## config.mk

```make
export PLATFORM = sky130hd
export DESIGN_NAME = i3c_timec_ibi_sched
export DESIGN_NICKNAME = d
export VERILOG_FILES = /design/src/rtl/i3c_timec_ibi_sched.sv
export SDC_FILE = /design/constraint.sdc
export NUM_CORES = 1
export LEC_CHECK = 0
export ABC_AREA = 1
export BUFFER_PORTS_ARGS = -buffer_cell sky130_fd_sc_hd__clkbuf_2
export CAP_MARGIN = 20
export CORE_MARGIN = 3
export CORE_UTILIZATION = 55
export CTS_BUF_LIST = sky130_fd_sc_hd__clkbuf_16
export CTS_CLUSTER_SIZE = 14
export DETAILED_ROUTE_END_ITERATION = 8
export PLACE_DENSITY = 0.78
export RECOVER_POWER = 25
export SYNTH_ARGS = -nofsm -noshare
export SYNTH_HDL_FRONTEND = slang
export SYNTH_SLANG_ARGS = --single-unit
export TNS_END_PERCENT = 30
```

## constraint.sdc

```tcl
create_clock -name CLK_SLOW -period 2.3 [get_ports CLK_SLOW]
set_input_delay 0.46 -clock CLK_SLOW [delete_from_list [all_inputs] [get_ports CLK_SLOW]]
set_output_delay 0.46 -clock CLK_SLOW [all_outputs]
set_load 0.02 [all_outputs]
```

## src/rtl/i3c_timec_ibi_sched.sv

```systemverilog
// Timing-control IBI sequencer: event -> IBI request, NACK retry/backoff, payload MDB + TC bytes.
// Ports: app ev_req/mdb, bus ibi_ack/nack/byte_req/abort, TC ctrl/byte in; TIMEC_TC2_EN adds TC2 byte.
module i3c_timec_ibi_sched #(
  parameter int MAX_RETRY = 3,
  parameter int BACKOFF   = 16,
  parameter int SETTLE    = 4
) (
  input  logic       CLK_SLOW,
  input  logic       RSTn,
  input  logic [2:0] timec_ena,
  input  logic       ev_req,
  input  logic [7:0] mdb,
  input  logic       ibi_ack,
  input  logic       ibi_nack,
  input  logic       byte_req,
  input  logic       bus_abort,
  input  logic [7:0] time_info_byte,
  input  logic       time_overflow,
  output logic       ibi_req,
  output logic       event_start,
  output logic       sc1_stop,
  output logic       sc2_stop,
  output logic [2:0] time_info_sel,
  output logic [7:0] byte_out,
  output logic       byte_vld,
  output logic       byte_last,
  output logic       ev_done,
  output logic       err_nack,
  output logic       ovf_flag
);

`ifdef TIMEC_TC2_EN
  localparam logic [2:0] LAST = 3'd3;
`else
  localparam logic [2:0] LAST = 3'd2;
`endif

  typedef enum logic [1:0] {
    S_IDLE, S_REQ, S_BACKOFF, S_PAYLOAD
  } st_t;

  st_t        st;
  logic [3:0] retry_cnt;
  logic [7:0] bo_cnt;
  logic [7:0] settle;
  logic [7:0] mdb_q;
  logic [2:0] idx;
  logic       pend;
  logic       s1;
  logic       s1_mdb;
  logic       s1_last;

  logic [3:0] retry_nx;
  logic       in_pl;
  logic       take;
  logic       fire_mdb;
  logic       fire_tc;
  logic       nack_end;
  logic       leave;

  // s1 marks the cycle between select update and byte capture;
  // pend holds a TC byte request until the counters have settled.
  always_comb begin
    retry_nx = (retry_cnt == 4'hf) ? retry_cnt : retry_cnt + 4'd1;
    in_pl    = (st == S_PAYLOAD) && !bus_abort;
    take     = in_pl && byte_req && !pend && !s1 && (idx <= LAST);
    fire_mdb = take && (idx == 3'd0);
    fire_tc  = in_pl && (idx != 3'd0) && (idx <= LAST)
            && (settle == 8'd0) && (pend || take);
    nack_end = (st == S_REQ) && ibi_nack
            && (int'(retry_nx) >= MAX_RETRY);
    leave    = (st != S_IDLE)
            && (bus_abort || nack_end || (in_pl && s1 && s1_last));
  end

  always_ff @(posedge CLK_SLOW or negedge RSTn) begin
    if (!RSTn) begin
      st            <= S_IDLE;
      retry_cnt     <= 4'd0;
      bo_cnt        <= 8'd0;
      settle        <= 8'd0;
      mdb_q         <= 8'd0;
      idx           <= 3'd0;
      pend          <= 1'b0;
      s1            <= 1'b0;
      s1_mdb        <= 1'b0;
      s1_last       <= 1'b0;
      ibi_req       <= 1'b0;
      event_start   <= 1'b0;
      sc1_stop      <= 1'b0;
      sc2_stop      <= 1'b0;
      time_info_sel <= 3'd0;
      byte_out      <= 8'd0;
      byte_vld      <= 1'b0;
      byte_last     <= 1'b0;
      ev_done       <= 1'b0;
      err_nack      <= 1'b0;
      ovf_flag      <= 1'b0;
    end else begin
      byte_vld  <= 1'b0;
      byte_last <= 1'b0;
      ev_done   <= 1'b0;
      err_nack  <= 1'b0;
      if (settle != 8'd0) settle <= settle - 8'd1;
      if ((st != S_IDLE) && time_overflow) ovf_flag <= 1'b1;
      unique case (st)
        S_IDLE: begin
          if (ev_req && |timec_ena) begin
            st          <= S_REQ;
            ibi_req     <= 1'b1;
            event_start <= 1'b1;
            mdb_q       <= mdb;
            retry_cnt   <= 4'd0;
            ovf_flag    <= 1'b0;
            idx         <= 3'd0;
          end
        end
        S_REQ: begin
          if (ibi_nack) begin
            retry_cnt <= retry_nx;
            err_nack  <= nack_end && !bus_abort;
            st        <= S_BACKOFF;
            ibi_req   <= 1'b0;
            bo_cnt    <= 8'(BACKOFF - 1);
          end else if (ibi_ack) begin
            st       <= S_PAYLOAD;
            ibi_req  <= 1'b0;
            sc1_stop <= 1'b1;
            settle   <= 8'(SETTLE);
          end
        end
        S_BACKOFF: begin
          if (bo_cnt == 8'd0) begin
            st      <= S_REQ;
            ibi_req <= 1'b1;
          end else begin
            bo_cnt <= bo_cnt - 8'd1;
          end
        end
        S_PAYLOAD: begin
          if (fire_mdb) begin
            s1      <= 1'b1;
            s1_mdb  <= 1'b1;
            s1_last <= 1'b0;
            idx     <= idx + 3'd1;
            settle  <= 8'(SETTLE);
`ifdef TIMEC_TC2_EN
            sc2_stop <= 1'b1;
`endif
          end else if (fire_tc) begin
            s1            <= 1'b1;
            s1_mdb        <= 1'b0;
            s1_last       <= (idx == LAST);
            idx           <= idx + 3'd1;
            pend          <= 1'b0;
            time_info_sel <= idx + 3'd4;
          end else if (take) begin
            pend <= 1'b1;
          end
          if (s1 && !bus_abort) begin
            s1        <= 1'b0;
            byte_out  <= s1_mdb ? mdb_q : time_info_byte;
            byte_vld  <= 1'b1;
            byte_last <= s1_last;
            ev_done   <= s1_last;
          end
        end
        default: ;
      endcase
      if (leave) begin
        st            <= S_IDLE;
        ibi_req       <= 1'b0;
        event_start   <= 1'b0;
        sc1_stop      <= 1'b0;
        sc2_stop      <= 1'b0;
        time_info_sel <= 3'd0;
        idx           <= 3'd0;
        pend          <= 1'b0;
        s1            <= 1'b0;
        settle        <= 8'd0;
        bo_cnt        <= 8'd0;
      end
    end
  end

endmodule

```

After elaboration in Yosys (flattened, before gate mapping)
Index checks and enable logic that the tools add are counted.

Mux-type cells: 65. Add/subtract/negate cells: 5. Reductions and logical operators: 58. $lt $le $gt $ge: 2. Equal/unequal tests: 15.

Operators by type and width (number): 2-to-1 mux 8 bit (9); 2-to-1 mux 1 bit (34); case mux 8 bit (2 select lines) (2); 2-to-1 mux 3 bit (8); logical AND 1 bit (19); AND reduction 3 bit (6); nonzero test 2 bit (9); zero test 8 bit (2); subtractor 8 x 1 -> 8 bit, second input constant (2); 2-to-1 mux 4 bit (3); != test 3 bit, second input constant (4); nonzero test 3 bit (4); 2-to-1 mux 2 bit (5); AND reduction 2 bit (5); != test 4 bit, second input constant (2); case mux 4 bit (2 select lines) (1); nonzero test 4 bit (2); nonzero test 8 bit (1); case mux 2 bit (3 select lines) (1); case mux 3 bit (2 select lines) (1); adder 4 x 1 -> 4 bit, second input constant (1); equality test 2 bit, second input constant (2); equality test 4 bit, second input constant (1); >= comparator 4 x 2 -> 1 bit, second input constant (1); other kinds (14) (20).

Output and inout port bits: 20. Bits in registers: 55. Logic and storage cells: 164.

Depth between registers and ports, before layout
Gate-level depths: netlist of the first run.

Depth in word-level cells: 13. Mapped depth: 13. Depth with buffers taken out: 12.

Least setup slack after synthesis of the first run
No wires, ideal clock.

Path type: reg2reg. From: reg idx[0]. To: reg s1. Required time: 2.180 ns. Arrival: 1.542 ns. Slack: 0.638 ns. Cell stages (with the launch flop): 11. Clock period less this slack: 1.662 ns. Path through: dfrtp_1 inv_1 ha_1 o21ai_0 nor2_4 nand3_1 inv_1 nor2_2 inv_1 o21ai_1 nor2_1.

Word-level cells in the longest chain between the ends: 7.

Ends and longest elaborated chain: start: declaration (RTL line 47) `logic [2:0] idx;`; start signal: assignment (RTL line 145) `idx <= idx + 3'd1;`; start signal: assignment (RTL line 154) `idx <= idx + 3'd1;`; less-or-equal comparator 3 x 2 -> 1 bit or nonzero test 3 bit (tied branches) (RTL line 66, 68); logical AND 1 bit (on tied branches) (RTL line 66, 68); logical AND 1 bit (on tied branches) (RTL line 67, 68); 2-to-1 mux 1 bit or logical AND 1 bit (tied branches) (RTL line 141, 69); 2-to-1 mux 1 bit or logical AND 1 bit (tied branches) (RTL line 160, 69); 2-to-1 mux 1 bit or nonzero test 4 bit (tied branches); 2-to-1 mux 1 bit or AND reduction 2 bit (tied branches); end signal: assignment (RTL line 142) `s1 <= 1'b1;`; end signal: assignment (RTL line 161) `s1 <= 1'b0;`; end signal: assignment (RTL line 179) `s1 <= 1'b0;`; end: declaration (RTL line 49) `logic s1;`.

Parallel ways exist; a longest one is shown, timed or not. The select of a mux whose other input is x is not followed. A chain may end at the register's enable or synchronous reset.

Worst setup path in the final report of the first run
From: reg retry_cnt[0]. To: reg settle[3].

Word-level cells in the longest chain between the ends: 8.

Ends and longest elaborated chain: start: declaration (RTL line 43) `logic [3:0] retry_cnt;`; start signal: assignment (RTL line 120) `retry_cnt <= retry_nx;`; adder 4 x 1 -> 4 bit or equality test 4 bit (tied branches) (RTL line 64) `retry_nx = (retry_cnt == 4'hf) ? retry_cnt : retry_cnt + 4'd1;`; 2-to-1 mux 4 bit * (RTL line 64); >= comparator 4 x 2 -> 1 bit * (RTL line 71) `&& (int'(retry_nx) >= MAX_RETRY);`; logical AND 1 bit * (RTL line 71); logical OR 1 bit * (2 in a row) (RTL line 73) `&& (bus_abort || nack_end || (in_pl && s1 && s1_last));`; logical AND 1 bit * (RTL line 73); 2-to-1 mux 8 bit * (RTL line 170) `if (leave) begin`; end signal: assignment (RTL line 104) `if (settle != 8'd0) settle <= settle - 8'd1;`; end signal: assignment (RTL line 129) `settle <= 8'(SETTLE);`; end signal: assignment (RTL line 146) `settle <= 8'(SETTLE);`; end: declaration (RTL line 45) `logic [7:0] settle;`.

Every way passes the cells marked *; elsewhere a longest branch is shown, timed or not.

==> results.txt, run 1 <==
----------------------------------------------------
[Outcome]
  Outcome ... complete, no violations

[Job]
  Number of max-cap violations ... 0

[Yosys]
  Post-synthesis async set-or-reset flop share ... 100%
  Number of enable flip-flop cells after synthesis ... 0
  Count of state elements after synthesis ... 55
  Instance count of the mapped netlist ... 350
  Number of library cell types mapped by synthesis ... 34
  Average size of a mapped cell ... 8.50 sq um
  Cell area after technology mapping ... between 2000 and 3000 sq um
  Synth warn ... 0
  Post-synth net total ... 385
  Post-synth top area share ... 46.3%
  Synth area leaders ... sky130_fd_sc_hd__dfrtp_1, sky130_fd_sc_hd__nand2_1, sky130_fd_sc_hd__o21ai_0, sky130_fd_sc_hd__inv_1, sky130_fd_sc_hd__nor2_1
  Main flop type after synthesis ... sky130_fd_sc_hd__dfrtp_1
  Top post-synthesis cells by count ... sky130_fd_sc_hd__nand2_1, sky130_fd_sc_hd__dfrtp_1, sky130_fd_sc_hd__inv_1, sky130_fd_sc_hd__nor2_1, sky130_fd_sc_hd__o21ai_0
  Dominant cell type by area after synthesis ... sky130_fd_sc_hd__dfrtp_1
  Seq/Total Area, Yosys ... 46.3%
  Most frequently used cell type in the post-synthesis netlist ... sky130_fd_sc_hd__nand2_1

[Critical path]
  Critical Path RT ... around 2.5 ns
  Worst r2r path cells ... 10
  CP Capture Type ... flip-flop
  CP Class ... reg2reg
  Worst stage delay on the critical path ... around 0.42 ns
  Total number of cells along the worst setup path ... 10
  Family with the most delay on the worst path ... simple AND/OR/NAND/NOR gates
  Library cell appearing most often on the critical path ... sky130_fd_sc_hd__nand2_4
  Largest driver fanout on the critical path ... 20
  Highest-delay cell along the critical path ... sky130_fd_sc_hd__dfrtp_1
  Startpoint kind of the worst setup timing path ... flip-flop
  Cell breakdown of the critical path ... ha_1 > nand3_2 > nand3_1 > a21oi_2 > nand2_2 > nand2_4 > nand2_4 > nand2_2 > nand2_4 > nor3_2
  Critical path buffers and inverters ... 0
  Arrival time reported for the critical path endpoint ... 2.25 ns

[Placed design]
  Global placer's final weighted congestion ... 0.808
  Post-Place Cells ... roughly 460
  Buffers added on ports ... 45
  Place WS ... approximately 0.27 ns
  Total placed instance area ... around 3300 sq um
  Detailed-placement wirelength estimate ... approximately 4400 um

[Power and ir drop]
  Power per Cell Area ... roughly 1200 nW/um^2
  Peak supply drop ... approximately 0.62 mV
  Leakage power summed over all cells ... around 1.7 nW

[Floorplanning]
  Initial cell density of the core ... around 58%
  Die outline width ... ~80 um
  Core Region ... between 5000 and 6000 sq um
  Site row count ... 26
  Floorplan die area ... between 6000 and 7000 sq um
  Chip Height ... between 70 and 80 um
  Top-level port count ... 47

[Final layout]
  Layout Utilization ... between 60 and 70%
  Diode insertion count for antenna repair ... 0
  Count of fill cells added during filler insertion ... 448
  Proportion of layout cells with a drive suffix above 1 ... 23.9%
  Area delta synth->final ... 14.2%
  Non-Filler Cell Area, Final ... 3400 sq um
  Number of nets at the end of the flow ... 431
  Layout Cells excl Fill ... approximately 470

[Clock network]
  CTS tree ... yes
  H-tree levels ... 2
  Clock edge transition at the registers on the reported setup and hold paths ... approximately 0.080 ns
  Number of buffers created by CTS ... 5
  Number of buffers inserted to repair setup after CTS ... 0
  Clock insertion delay at the later pin of the skew report ... approximately 0.30 ns
  Clock sink count ... between 50 and 60
  Number of buffers between clock root and the deepest sink ... 2
  Quantity of gates resized following cts ... 0
  Root cell of the clock tree ... sky130_fd_sc_hd__clkbuf_16
  Hold buffers post-CTS ... 0

[Detailed routing]
  Detailed Route WL ... 5870 um
  Via count normalized by instance count ... 5.19
  Remaining number of nets flagged by the antenna check after routing ... 0
  Total iterations of the first detailed-routing run ... 4
  WL per Instance ... roughly 13 um
  Detailed-route via count ... approximately 2400
  Number of DRC violations after detailed routing ... 0
  Starting DRT DRC Count ... between 150 and 200

[STA]
  Actual slew at the worst max-slew pin ... 1.34 ns
  Ratio of final minimum period to clock period ... around 88%
  Max Fclk ... just under 0.5 GHz
  Final setup violation count ... 0
  Clock skew after layout ... about 0.010 ns
  Worst-case setup margin in the final layout ... 0.269 ns
  Min Tclk post-route ... 2.03 ns
  Number of hold violations in the final report ... 0
  Slew headroom ... 10.4%
  RSZ-0062 raised after global routing ... no
  Count of pins over their slew limit ... 0
  TNS Setup ... 0 ns

[Min path]
  Number of stages on the worst hold path ... 3
  Worst Hold Class ... in2reg

[Global route]
  Number of global-route vias before repair ... between 2000 and 2500
  Number of antenna violations at the first check in global routing ... 0
  GRT overflow ... 0
  Pin count of the biggest net entering global routing ... 56
  Wire length of the first global-routing pass ... around 10000 um
  All-Layer GR Usage ... 20.5%

----------------------------------------------------
==> cell type report <==
class                      count  area [sq um]  area share, %
timing repair buffer          47           238           7.00
clock buffer                   5           125           3.68
tap                           70          87.6           2.58
multi-input combinational    241          1380           40.5
sequential                    55          1380           40.5
clock inverter                 3          21.3          0.626
inverter                      46           173           5.08
==> state kept, by name, summed over array words and instances, names as in the netlist <==
register	cells
retry_cnt	4
sc1_stop	1
st	2
mdb_q	8
idx	3
byte_vld	1
byte_out	8
s1	1
ovf_flag	1
err_nack	1
ibi_req	1
pend	1
s1_last	1
event_start	1
time_info_sel	3
ev_done	1
settle	8
bo_cnt	8
s1_mdb	1
==> final timing paths <==
path | end | from | slack [ns]
setup / recovery | settle[3]$_DFF_PN0_ | retry_cnt[0]$_DFFE_PN0P_ | 0.27
hold / removal | mdb_q[7]$_DFFE_PN0P_ | mdb[7] | 0.37
setup reg to reg | settle[3]$_DFF_PN0_ | retry_cnt[0]$_DFFE_PN0P_ | 0.27
hold reg to reg | event_start$_DFFE_PN0P_ | event_start$_DFFE_PN0P_ | 0.48
max in group asynchronous | bo_cnt[2]$_DFFE_PN0P_ | RSTn | 0.94
min in group asynchronous | retry_cnt[3]$_DFFE_PN0P_ | RSTn | 0.55
==> tightest hold or removal path: stages <==
cell	delay, ns
sky130_fd_sc_hd__clkbuf_2	0.07
sky130_fd_sc_hd__nand2_1	0.04
sky130_fd_sc_hd__o21ai_0	0.06
==> placed cells by master (no fill, tap or decap), types with 4 or more instances in the layout <==
master	Yosys	layout
sky130_fd_sc_hd__clkbuf_16	0	5
sky130_fd_sc_hd__clkbuf_2	0	46
sky130_fd_sc_hd__dfrtp_1	55	55
sky130_fd_sc_hd__ha_1	8	8
sky130_fd_sc_hd__inv_1	40	41
sky130_fd_sc_hd__inv_2	6	6
sky130_fd_sc_hd__nand2_1	72	72
sky130_fd_sc_hd__nand2_2	4	4
sky130_fd_sc_hd__nand3_1	15	15
sky130_fd_sc_hd__nand4_1	10	10
sky130_fd_sc_hd__nor2_1	34	34
sky130_fd_sc_hd__nor2_2	5	5
sky130_fd_sc_hd__nor2_4	5	5
sky130_fd_sc_hd__nor3_2	5	5
sky130_fd_sc_hd__o211ai_1	5	5
sky130_fd_sc_hd__o21ai_0	33	33
sky130_fd_sc_hd__o21ai_1	4	4
sky130_fd_sc_hd__o21ai_2	6	6
sky130_fd_sc_hd__xor2_1	10	10
==> stage by stage <==
stage | hold WS [ns] | power (mW)
detailed placement | 0.466 | 3.35
global route | 0.378 | 4.45
floorplan | 0.164 | 2.93
finish | 0.373 | 4.09
global placement | 0.464 | 3.28
CTS | 0.327 | 4.12
==> kinds of logic after synthesis <==
family                     count (synthesis)  share of synthesized area (%)
adders and majority gates                  8                           3.36
other                                      1                          0.126
and+or+nand+nor                          161                           27.2
AOI/OAI and AO/OA                         60                           12.3
xor gates and xnor gates                  11                           3.24
DFF                                       55                           46.3
buffers and inverters                     54                           7.44
==> routing by layer <==
layer	wire length [um]	global-route usage [%]	part of all wire, %
met3	281	3.50	4.8
met2	2900	35.9	49
met5	0	0	0
met1	2630	26.4	45
met4	59	4.81	1.0
==> power breakdown <==
group | switching (mW) | internal (mW)
clock network | 0.352 | 0.404
logic | 1.19 | 0.631
registers | 0.236 | 1.28
(Power assumes the default switching activity.)
==> run 2: changes to the inputs <==
--- a/config.mk
+++ b/config.mk
@@ -5,7 +5,6 @@
 export SDC_FILE = /design/constraint.sdc
 export NUM_CORES = 1
 export LEC_CHECK = 0
-export ABC_AREA = 1
 export BUFFER_PORTS_ARGS = -buffer_cell sky130_fd_sc_hd__clkbuf_2
 export CAP_MARGIN = 20
 export CORE_MARGIN = 3
==> results.txt, run 2 <==
----------------------------------------------------
[Outcome]
  Outcome ... complete, no violations (unchanged)

[Critical path]
  Arrival time reported for the critical path endpoint ... 2.33 ns (was 2.25 ns)
  First element of the critical path ... idx[0]$_DFFE_PN0P_ (was retry_cnt[0]$_DFFE_PN0P_)
  End point of the critical path ... idx[0]$_DFFE_PN0P_ (was settle[3]$_DFF_PN0_)
  Cell breakdown of the critical path ... inv_1 > ha_1 > nor2b_1 > nor3_2 > buf_4 > and2_0 > or4_1 > o22ai_1 (was ha_1 > nand3_2 > nand3_1 > a21oi_2 > nand2_2 > nand2_4 > nand2_4 > nand2_2 > nand2_4 > nor3_2)
  Critical Path RT ... 2.52 ns (was 2.51 ns)
  Capturing point of the worst reg2reg path ... idx[0]$_DFFE_PN0P_ (was settle[3]$_DFF_PN0_)
  Highest-delay cell along the critical path ... sky130_fd_sc_hd__or4_1 (was sky130_fd_sc_hd__dfrtp_1)
  Reg2reg setup slack ... 0.18 ns (was 0.27 ns)
  Largest driver fanout on the critical path ... 6 (was 20)
  Launch instance of the worst register-to-register path ... idx[0]$_DFFE_PN0P_ (was retry_cnt[0]$_DFFE_PN0P_)
  Worst stage delay on the critical path ... 0.55 ns (was 0.42 ns)
  Worst r2r path cells ... 8 (was 10)
  CP Class ... reg2reg (unchanged)
  Startpoint kind of the worst setup timing path ... flip-flop (unchanged)
  CP Capture Type ... flip-flop (unchanged)

[Placed design]
  Buffers added on ports ... 45 (unchanged)
  Place WS ... 0.215 ns (was 0.267 ns)
  Global placer's final weighted congestion ... 0.883 (was 0.808)
  Post-Place Cells ... 414 (was 459)
  Detailed-placement wirelength estimate ... 4300 um (was 4360 um)

[Yosys]
  Main flop type after synthesis ... sky130_fd_sc_hd__dfrtp_1 (unchanged)
  Dominant cell type by area after synthesis ... sky130_fd_sc_hd__dfrtp_1 (unchanged)
  Dominant combinational cell family by area after synthesis ... simple AND/OR/NAND/NOR gates (unchanged)
  Average size of a mapped cell ... 9.30 sq um (was 8.50 sq um)
  Share of cell area taken by muxes after synthesis ... 4.22% (was 0%)
  Seq/Total Area, Yosys ... 48.4% (was 46.3%)
  Area share of and/or/nand/nor cells after synthesis ... 22.2% (was 27.2%)
  Synth warn ... 0 (unchanged)
  Number of enable flip-flop cells after synthesis ... 0 (unchanged)
  Number of library cell types mapped by synthesis ... 52 (was 34)
  Adder-cell share of the synthesized area ... 3.52% (was 3.36%)
  Cell area after technology mapping ... 2850 sq um (was 2980 sq um)
  Post-synth net total ... 341 (was 385)
  Post-synthesis xor/xnor area fraction ... 1.23% (was 3.24%)
  Synthesized-area fraction occupied by ao, oa, aoi and oai cells ... 15.6% (was 12.3%)
  Instance count of the mapped netlist ... 306 (was 350)
  Synth area leaders ... sky130_fd_sc_hd__dfrtp_1, sky130_fd_sc_hd__nand2_1, sky130_fd_sc_hd__mux2i_1, sky130_fd_sc_hd__ha_1, sky130_fd_sc_hd__a21oi_1 (was sky130_fd_sc_hd__dfrtp_1, sky130_fd_sc_hd__nand2_1, sky130_fd_sc_hd__o21ai_0, sky130_fd_sc_hd__inv_1, sky130_fd_sc_hd__nor2_1)
  Count of state elements after synthesis ... 55 (unchanged)
  Most frequently used cell type in the post-synthesis netlist ... sky130_fd_sc_hd__dfrtp_1 (was sky130_fd_sc_hd__nand2_1)
  Post-synthesis async set-or-reset flop share ... 100% (unchanged)
  Post-synth top area share ... 48.4% (was 46.3%)
  Top post-synthesis cells by count ... sky130_fd_sc_hd__dfrtp_1, sky130_fd_sc_hd__nand2_1, sky130_fd_sc_hd__nor2_1, sky130_fd_sc_hd__a21oi_1, sky130_fd_sc_hd__o21ai_0 (was sky130_fd_sc_hd__nand2_1, sky130_fd_sc_hd__dfrtp_1, sky130_fd_sc_hd__inv_1, sky130_fd_sc_hd__nor2_1, sky130_fd_sc_hd__o21ai_0)

[Power and ir drop]
  Power per Cell Area ... 1220 nW/um^2 (was 1200 nW/um^2)
  Combinational share of power ... 38.8% (was 44.5%)
  Peak supply drop ... 0.747 mV (was 0.619 mV)
  Share of power burned in the clock network ... 23.6% (was 18.5%)
  Internal portion of total power ... 2.54 mW (was 2.31 mW)
  Sequential group share of total power ... 37.7% (was 37.0%)
  Leakage power summed over all cells ... 1.70 nW (was 1.75 nW)
  Switching power ... 1.53 mW (was 1.77 mW)
  Net Sw Frac ... 37.6% (was 43.4%)

[Detailed routing]
  Detailed-route via count ... 2371 (was 2424)
  Detailed Route WL ... 5960 um (was 5870 um)
  Starting DRT DRC Count ... 107 (was 153)
  Remaining number of nets flagged by the antenna check after routing ... 0 (unchanged)
  Total iterations of the first detailed-routing run ... 4 (unchanged)
  Routed met3 length ... 336 um (was 281 um)
  Via count normalized by instance count ... 5.62 (was 5.19)
  Met1 routed wirelength after detailed routing ... 2700 um (was 2630 um)
  Met2 wirelength from detailed routing ... 2850 um (was 2900 um)
  Number of DRC violations after detailed routing ... 0 (unchanged)
  Uppermost layer routed ... met4 (unchanged)
  WL per Instance ... 14.1 um (was 12.6 um)

[Final layout]
  Layout Utilization ... 68.9% (was 65.7%)
  Most used cells in the layout excluding fill and tap cells ... sky130_fd_sc_hd__dfrtp_1, sky130_fd_sc_hd__nand2_1, sky130_fd_sc_hd__clkbuf_2 (was sky130_fd_sc_hd__nand2_1, sky130_fd_sc_hd__dfrtp_1, sky130_fd_sc_hd__clkbuf_2)
  Number of nets at the end of the flow ... 389 (was 431)
  Diode insertion count for antenna repair ... 0 (unchanged)
  Most common cell after layout, fill and taps aside ... sky130_fd_sc_hd__dfrtp_1 (was sky130_fd_sc_hd__nand2_1)
  Area delta synth->final ... 17.3% (was 14.2%)
  Proportion of layout cells with a drive suffix above 1 ... 19.7% (was 23.9%)
  Count of fill cells added during filler insertion ... 383 (was 448)
  Layout Cells excl Fill ... 422 (was 467)

[Job]
  Number of max-cap violations ... 0 (unchanged)

[STA]
  TNS Setup ... 0 ns (unchanged)
  Final setup violation count ... 0 (unchanged)
  Number of hold violations in the final report ... 0 (unchanged)
  Clock skew after layout ... 0.00271 ns (was 0.0103 ns)
  Min Tclk post-route ... 2.12 ns (was 2.03 ns)
  Worst-case setup margin in the final layout ... 0.183 ns (was 0.269 ns)
  Count of pins over their slew limit ... 0 (unchanged)
  Ratio of final minimum period to clock period ... 92.1% (was 88.3%)
  Final hold slack ... 0.114 ns (was 0.373 ns)
  Actual slew at the worst max-slew pin ... 1.31 ns (was 1.34 ns)
  RSZ-0062 raised after global routing ... no (unchanged)
  Slew headroom ... 12.5% (was 10.4%)
  Max Fclk ... 0.472 GHz (was 0.492 GHz)

[Global route]
  Pin count of the biggest net entering global routing ... 26 (was 56)
  Wire length of the first global-routing pass ... 10300 um (was 10500 um)
  Number of antenna violations at the first check in global routing ... 0 (unchanged)
  Number of global-route vias before repair ... 2250 (was 2374)
  GRT overflow ... 0 (unchanged)
  All-Layer GR Usage ... 21.3% (was 20.5%)

[Floorplanning]
  Site row count ... 25 (was 26)
  Core Region ... 4850 sq um (was 5170 sq um)
  Floorplan die area ... 6070 sq um (was 6330 sq um)
  Initial cell density of the core ... 58.7% (was 57.5%)
  Top-level port count ... 47 (unchanged)
  Die outline width ... 77.9 um (was 79.6 um)
  Chip Height ... 77.9 um (was 79.6 um)

[Clock network]
  H-tree levels ... 2 (unchanged)
  Root cell of the clock tree ... sky130_fd_sc_hd__clkbuf_16 (unchanged)
  Clock insertion delay at the later pin of the skew report ... 0.29 ns (was 0.30 ns)
  Clock sink count ... 55 (unchanged)
  Clock edge transition at the registers on the reported setup and hold paths ... 0.07 ns (was 0.08 ns)
  CTS tree ... yes (unchanged)
  Number of buffers created by CTS ... 5 (unchanged)
  Number of buffers inserted to repair setup after CTS ... 0 (unchanged)
  Number of buffers between clock root and the deepest sink ... 2 (unchanged)

[Min path]
  Worst Hold Class ... in2async (was in2reg)

----------------------------------------------------
==> run 2: cell count changes in the layout (fill, tap and decap cells not counted), moves of 10 or more <==
| cell | before | now |
|---|---|---|
| sky130_fd_sc_hd__nand2_1 | 72 | 49 |
| sky130_fd_sc_hd__nor2_1 | 34 | 23 |
| sky130_fd_sc_hd__a21oi_1 | 2 | 19 |
| sky130_fd_sc_hd__mux2i_1 | 0 | 12 |
| sky130_fd_sc_hd__inv_1 | 41 | 14 |
| sky130_fd_sc_hd__nand4_1 | 10 | 0 |
| sky130_fd_sc_hd__o21ai_0 | 33 | 17 |
==> run 2: worst max-delay path: cells and delay by family (launching register included) <==
family / cells / cell delay [ns]
AO/OA/AOI/OAI: 1 / 0.15
adder cells (fa/ha/maj): 1 / 0.22
flip-flops: 1 / 0.40
AND/OR/NAND/NOR: 4 / 1.01
buffers and inverters: 2 / 0.26
==> run 2: worst min-delay path by stage <==
stage,from,end,slack (ns),depth (start not counted)
5_1_grt,RSTn,byte_vld$_DFF_PN0_,0.14,1
3_3_place_gp,RSTn,byte_vld$_DFF_PN0_,0.34,1
3_5_place_dp,RSTn,byte_vld$_DFF_PN0_,0.34,1
6_report,RSTn,byte_vld$_DFF_PN0_,0.11,1
2_1_floorplan,RSTn,bo_cnt[0]$_DFFE_PN0P_,0.16,0
4_1_cts,RSTn,byte_vld$_DFF_PN0_,0.03,1
==> run 2: per-layer routing <==
layer | vias up | GRT usage (%)
met5 | - | 0
met4 | 0 | 6.99
met3 | 10 | 5.22
met2 | 72 | 34.2
met1 | 1130 | 28.3
li1 | 1159 | -
==> run 2: cell type report <==
class	instances	area (sq um)	share of cell area, %
Sequential cell	55	1380	41.2
Multi-Input combinational cell	222	1340	40.0
Timing Repair Buffer	56	299	8.95
Clock buffer	5	125	3.75
Tap cell	67	83.8	2.51
Clock inverter	3	67.6	2.02
Inverter	14	52.6	1.57
==> run 2: cell families (layout without fill, tap and decap cells) <==
group,after synthesis,after routing
XOR/XNOR,4,4
other,1,1
AND/OR/NAND/NOR,128,128
flip-flops,55,55
multiplexers,12,12
AO/OA/AOI/OAI,69,69
buffers and inverters,29,78
adder cells (fa/ha/maj),8,8
==> run 2: power by group through the flow <==
stage,clock [mW],sequential (mW),combinational (mW)
finish,0.961,1.53,1.58
global route,1.02,1.59,1.77
CTS,0.973,1.53,1.59
detailed placement,0,1.55,1.57
global placement,0,1.54,1.52
floorplan,0,1.57,1.08
==> run 2: stage by stage <==
stage                     instance area (sq um)  power [mW]
after floorplan                            2850        2.65
after global placement                     3150        3.06
after detailed placement                   3150        3.12
after CTS                                  3350        4.09
after global routing                       3340        4.37
final                                      3340        4.07
==> run 2: what timing repair did <==
action / CTS / global route
setup endpoints to repair: 0 / 4
hold buffers: 0 / 0
hold endpoints to repair: 0 / 0
gates resized for setup: 0 / 2
==> run 3: changes to the inputs <==
==> constraint.sdc (replaced) <==
create_clock -name CLK_SLOW -period 2.3 [get_ports CLK_SLOW]
set_input_delay 0.69 -clock CLK_SLOW [delete_from_list [all_inputs] [get_ports CLK_SLOW]]
set_output_delay 0.69 -clock CLK_SLOW [all_outputs]
set_load 0.02 [all_outputs]
==> results.txt, run 3 (synthesis gave the netlist of run 2 again) <==
----------------------------------------------------
[Final layout]
  Count of fill cells added during filler insertion ... 383 (unchanged)
  Most common cell after layout, fill and taps aside ... sky130_fd_sc_hd__dfrtp_1 (unchanged)
  Area of the multi-input gates ... 1330 sq um (was 1340 sq um)
  Proportion of layout cells with a drive suffix above 1 ... 19.7% (about the same)
  Area delta synth->final ... 16.0% (was 17.3%)
  Diode insertion count for antenna repair ... 0 (unchanged)
  Layout Utilization ... 68.1% (was 68.9%)
  Most used cells in the layout excluding fill and tap cells ... sky130_fd_sc_hd__dfrtp_1, sky130_fd_sc_hd__nand2_1, sky130_fd_sc_hd__clkbuf_2 (unchanged)
  Number of nets at the end of the flow ... 390 (was 389)
  Seq. cell area ... 1380 sq um (unchanged)
  Layout Cells excl Fill ... 423 (was 422)

[Power and ir drop]
  Sequential group share of total power ... 39.5% (was 37.7%)
  Power per Cell Area ... 1170 nW/um^2 (was 1220 nW/um^2)
  Switching power ... 1.54 mW (was 1.53 mW)
  Combinational share of power ... 41.4% (was 38.8%)
  Leakage power summed over all cells ... 1.69 nW (was 1.70 nW)
  Peak supply drop ... 0.694 mV (was 0.747 mV)
  Net Sw Frac ... 39.8% (was 37.6%)
  Internal portion of total power ... 2.33 mW (was 2.54 mW)
  Share of power burned in the clock network ... 19.1% (was 23.6%)

[Critical path]
  Highest-delay cell along the critical path ... sky130_fd_sc_hd__or4_1 (unchanged)
  Worst stage delay on the critical path ... 0.53 ns (was 0.55 ns)
  Startpoint kind of the worst setup timing path ... flip-flop (unchanged)
  Capturing point of the worst reg2reg path ... idx[0]$_DFFE_PN0P_ (unchanged)
  Worst r2r path cells ... 7 (was 8)
  Launch instance of the worst register-to-register path ... settle[0]$_DFF_PN0_ (was idx[0]$_DFFE_PN0P_)
  Arrival time reported for the critical path endpoint ... 2.28 ns (was 2.33 ns)
  Largest driver fanout on the critical path ... 9 (was 6)
  CP Capture Type ... flip-flop (unchanged)
  Critical Path RT ... 2.51 ns (was 2.52 ns)
  Cell breakdown of the critical path ... inv_1 > ha_1 > nor3b_1 > and2_1 > o2111a_1 > or4_1 > o22ai_1 (was inv_1 > ha_1 > nor2b_1 > nor3_2 > buf_4 > and2_0 > or4_1 > o22ai_1)
  Reg2reg setup slack ... 0.23 ns (was 0.18 ns)
  CP Class ... reg2reg (unchanged)

[Global route]
  GRT overflow ... 0 (unchanged)
  Number of antenna violations at the first check in global routing ... 0 (unchanged)
  All-Layer GR Usage ... 20.3% (was 21.3%)
  Pin count of the biggest net entering global routing ... 23 (was 26)
  Wire length of the first global-routing pass ... 9960 um (was 10300 um)
  Number of global-route vias before repair ... 2217 (was 2250)

[Job]
  Number of max-cap violations ... 0 (unchanged)

[Clock network]
  Quantity of gates resized following cts ... 0 (unchanged)
  CTS tree ... yes (unchanged)
  H-tree levels ... 2 (unchanged)
  Clock sink count ... 55 (unchanged)
  Root cell of the clock tree ... sky130_fd_sc_hd__clkbuf_16 (unchanged)
  Clock edge transition at the registers on the reported setup and hold paths ... 0.07 ns (about the same)
  Number of buffers inserted to repair setup after CTS ... 0 (unchanged)
  Clock insertion delay at the later pin of the skew report ... 0.29 ns (about the same)
  Number of buffers created by CTS ... 5 (unchanged)
  Hold buffers post-CTS ... 0 (unchanged)
  Number of buffers between clock root and the deepest sink ... 2 (unchanged)

[Floorplanning]
  Chip Height ... 77.9 um (unchanged)
  Die outline width ... 77.9 um (unchanged)
  Floorplan die area ... 6070 sq um (unchanged)
  Initial cell density of the core ... 58.7% (unchanged)
  Top-level port count ... 47 (unchanged)
  Site row count ... 25 (unchanged)
  Core Region ... 4850 sq um (unchanged)

[Placed design]
  Global placer's final weighted congestion ... 0.885 (was 0.883)
  Detailed-placement wirelength estimate ... 4330 um (was 4300 um)
  Buffers added on ports ... 45 (unchanged)
  Post-Place Cells ... 415 (was 414)

[STA]
  Actual slew at the worst max-slew pin ... 1.09 ns (was 1.31 ns)
  Number of hold violations in the final report ... 0 (unchanged)
  Slew headroom ... 27.2% (was 12.5%)
  Clock skew after layout ... 0.00624 ns (was 0.00271 ns)
  Max Fclk ... 0.484 GHz (was 0.472 GHz)
  RSZ-0062 raised after global routing ... no (unchanged)
  Ratio of final minimum period to clock period ... 89.8% (was 92.1%)
  Min Tclk post-route ... 2.07 ns (was 2.12 ns)
  TNS Setup ... 0 ns (unchanged)
  Final setup violation count ... 0 (unchanged)
  Final hold slack ... 0.485 ns (was 0.114 ns)
  Count of pins over their slew limit ... 0 (unchanged)

[Detailed routing]
  Number of DRC violations after detailed routing ... 0 (unchanged)
  Total iterations of the first detailed-routing run ... 4 (unchanged)
  Uppermost layer routed ... met4 (unchanged)
  Detailed Route WL ... 5940 um (was 5960 um)
  Routed met3 length ... 228 um (was 336 um)
  Met1 routed wirelength after detailed routing ... 2730 um (was 2700 um)
  Met2 wirelength from detailed routing ... 2930 um (was 2850 um)
  Via count normalized by instance count ... 5.52 (was 5.62)
  WL per Instance ... 14.0 um (was 14.1 um)
  Starting DRT DRC Count ... 132 (was 107)
  Detailed-route via count ... 2333 (was 2371)
  Remaining number of nets flagged by the antenna check after routing ... 0 (unchanged)

[Min path]
  Worst hold path endpoint ... byte_out[2]$_DFFE_PN0P_
  Number of stages on the worst hold path ... 2
  Worst Hold Class ... reg2reg (was in2async)
  Start point of the worst min-delay path ... byte_out[2]$_DFFE_PN0P_

[Outcome]
  Outcome ... complete, no violations (unchanged)

----------------------------------------------------
-- run 3: changes by cell type in the layout (fill, tap and decap cells not counted), sizes merged --
cell / before / now
inv: 14 / 16
buf: 9 / 11
bufinv: 2 / 0
clkbuf: 52 / 51
-- run 3: area by class of cell --
cell class	instances	area share, %
Clock inverter	3	0.606
Timing Repair Buffer	57	9.40
Inverter	14	1.59
Clock buffer	5	3.79
Multi-Input combinational cell	222	40.4
Sequential cell	55	41.7
Tap cell	67	2.54
-- run 3: critical path: cells and delay by family, from the launching register on --
family          cells  cell delay (ns)
compound gates      2             0.44
fa+ha+maj           1             0.23
buf+inv             1             0.10
flops               1             0.37
simple gates        3             0.87
-- run 3: how the worst max path moves through the flow --
stage	slack, ns	endpoint	from
finish	0.23	idx[0]$_DFFE_PN0P_	settle[0]$_DFF_PN0_
global route	0.04	idx[1]$_DFFE_PN0P_	settle[0]$_DFF_PN0_
CTS	0.24	idx[0]$_DFFE_PN0P_	settle[0]$_DFF_PN0_
detailed placement	0.03	idx[1]$_DFFE_PN0P_	bus_abort
global placement	0.12	s1_last$_DFFE_PN0P_	bus_abort
floorplan	0.30	idx[0]$_DFFE_PN0P_	settle[0]$_DFF_PN0_
-- run 3: stage by stage --
step	total power [mW]	setup slack [ns]	area [sq um]
after floorplan	2.65	0.301	2850
after global placement	3.08	0.116	3160
after detailed placement	3.13	0.0316	3160
after CTS	3.89	0.241	3310
after global routing	4.17	0.0440	3300
final	3.88	0.235	3300
-- run 3: power by group through the flow --
stage / Sequential [mW] / Combinational (mW) / Clock (mW)
after global placement: 1.53 / 1.55 / 0
after detailed placement: 1.54 / 1.59 / 0
after global routing: 1.58 / 1.80 / 0.793
after floorplan: 1.57 / 1.08 / 0
final: 1.53 / 1.61 / 0.741
after CTS: 1.53 / 1.61 / 0.755
-- run 3: metal layers --
layer | up-vias | global-route usage, %
li1 | 1161 | -
met1 | 1115 | 27.3
met2 | 51 | 34.6
met3 | 6 | 3.60
met4 | 0 | 4.20
met5 | - | 0
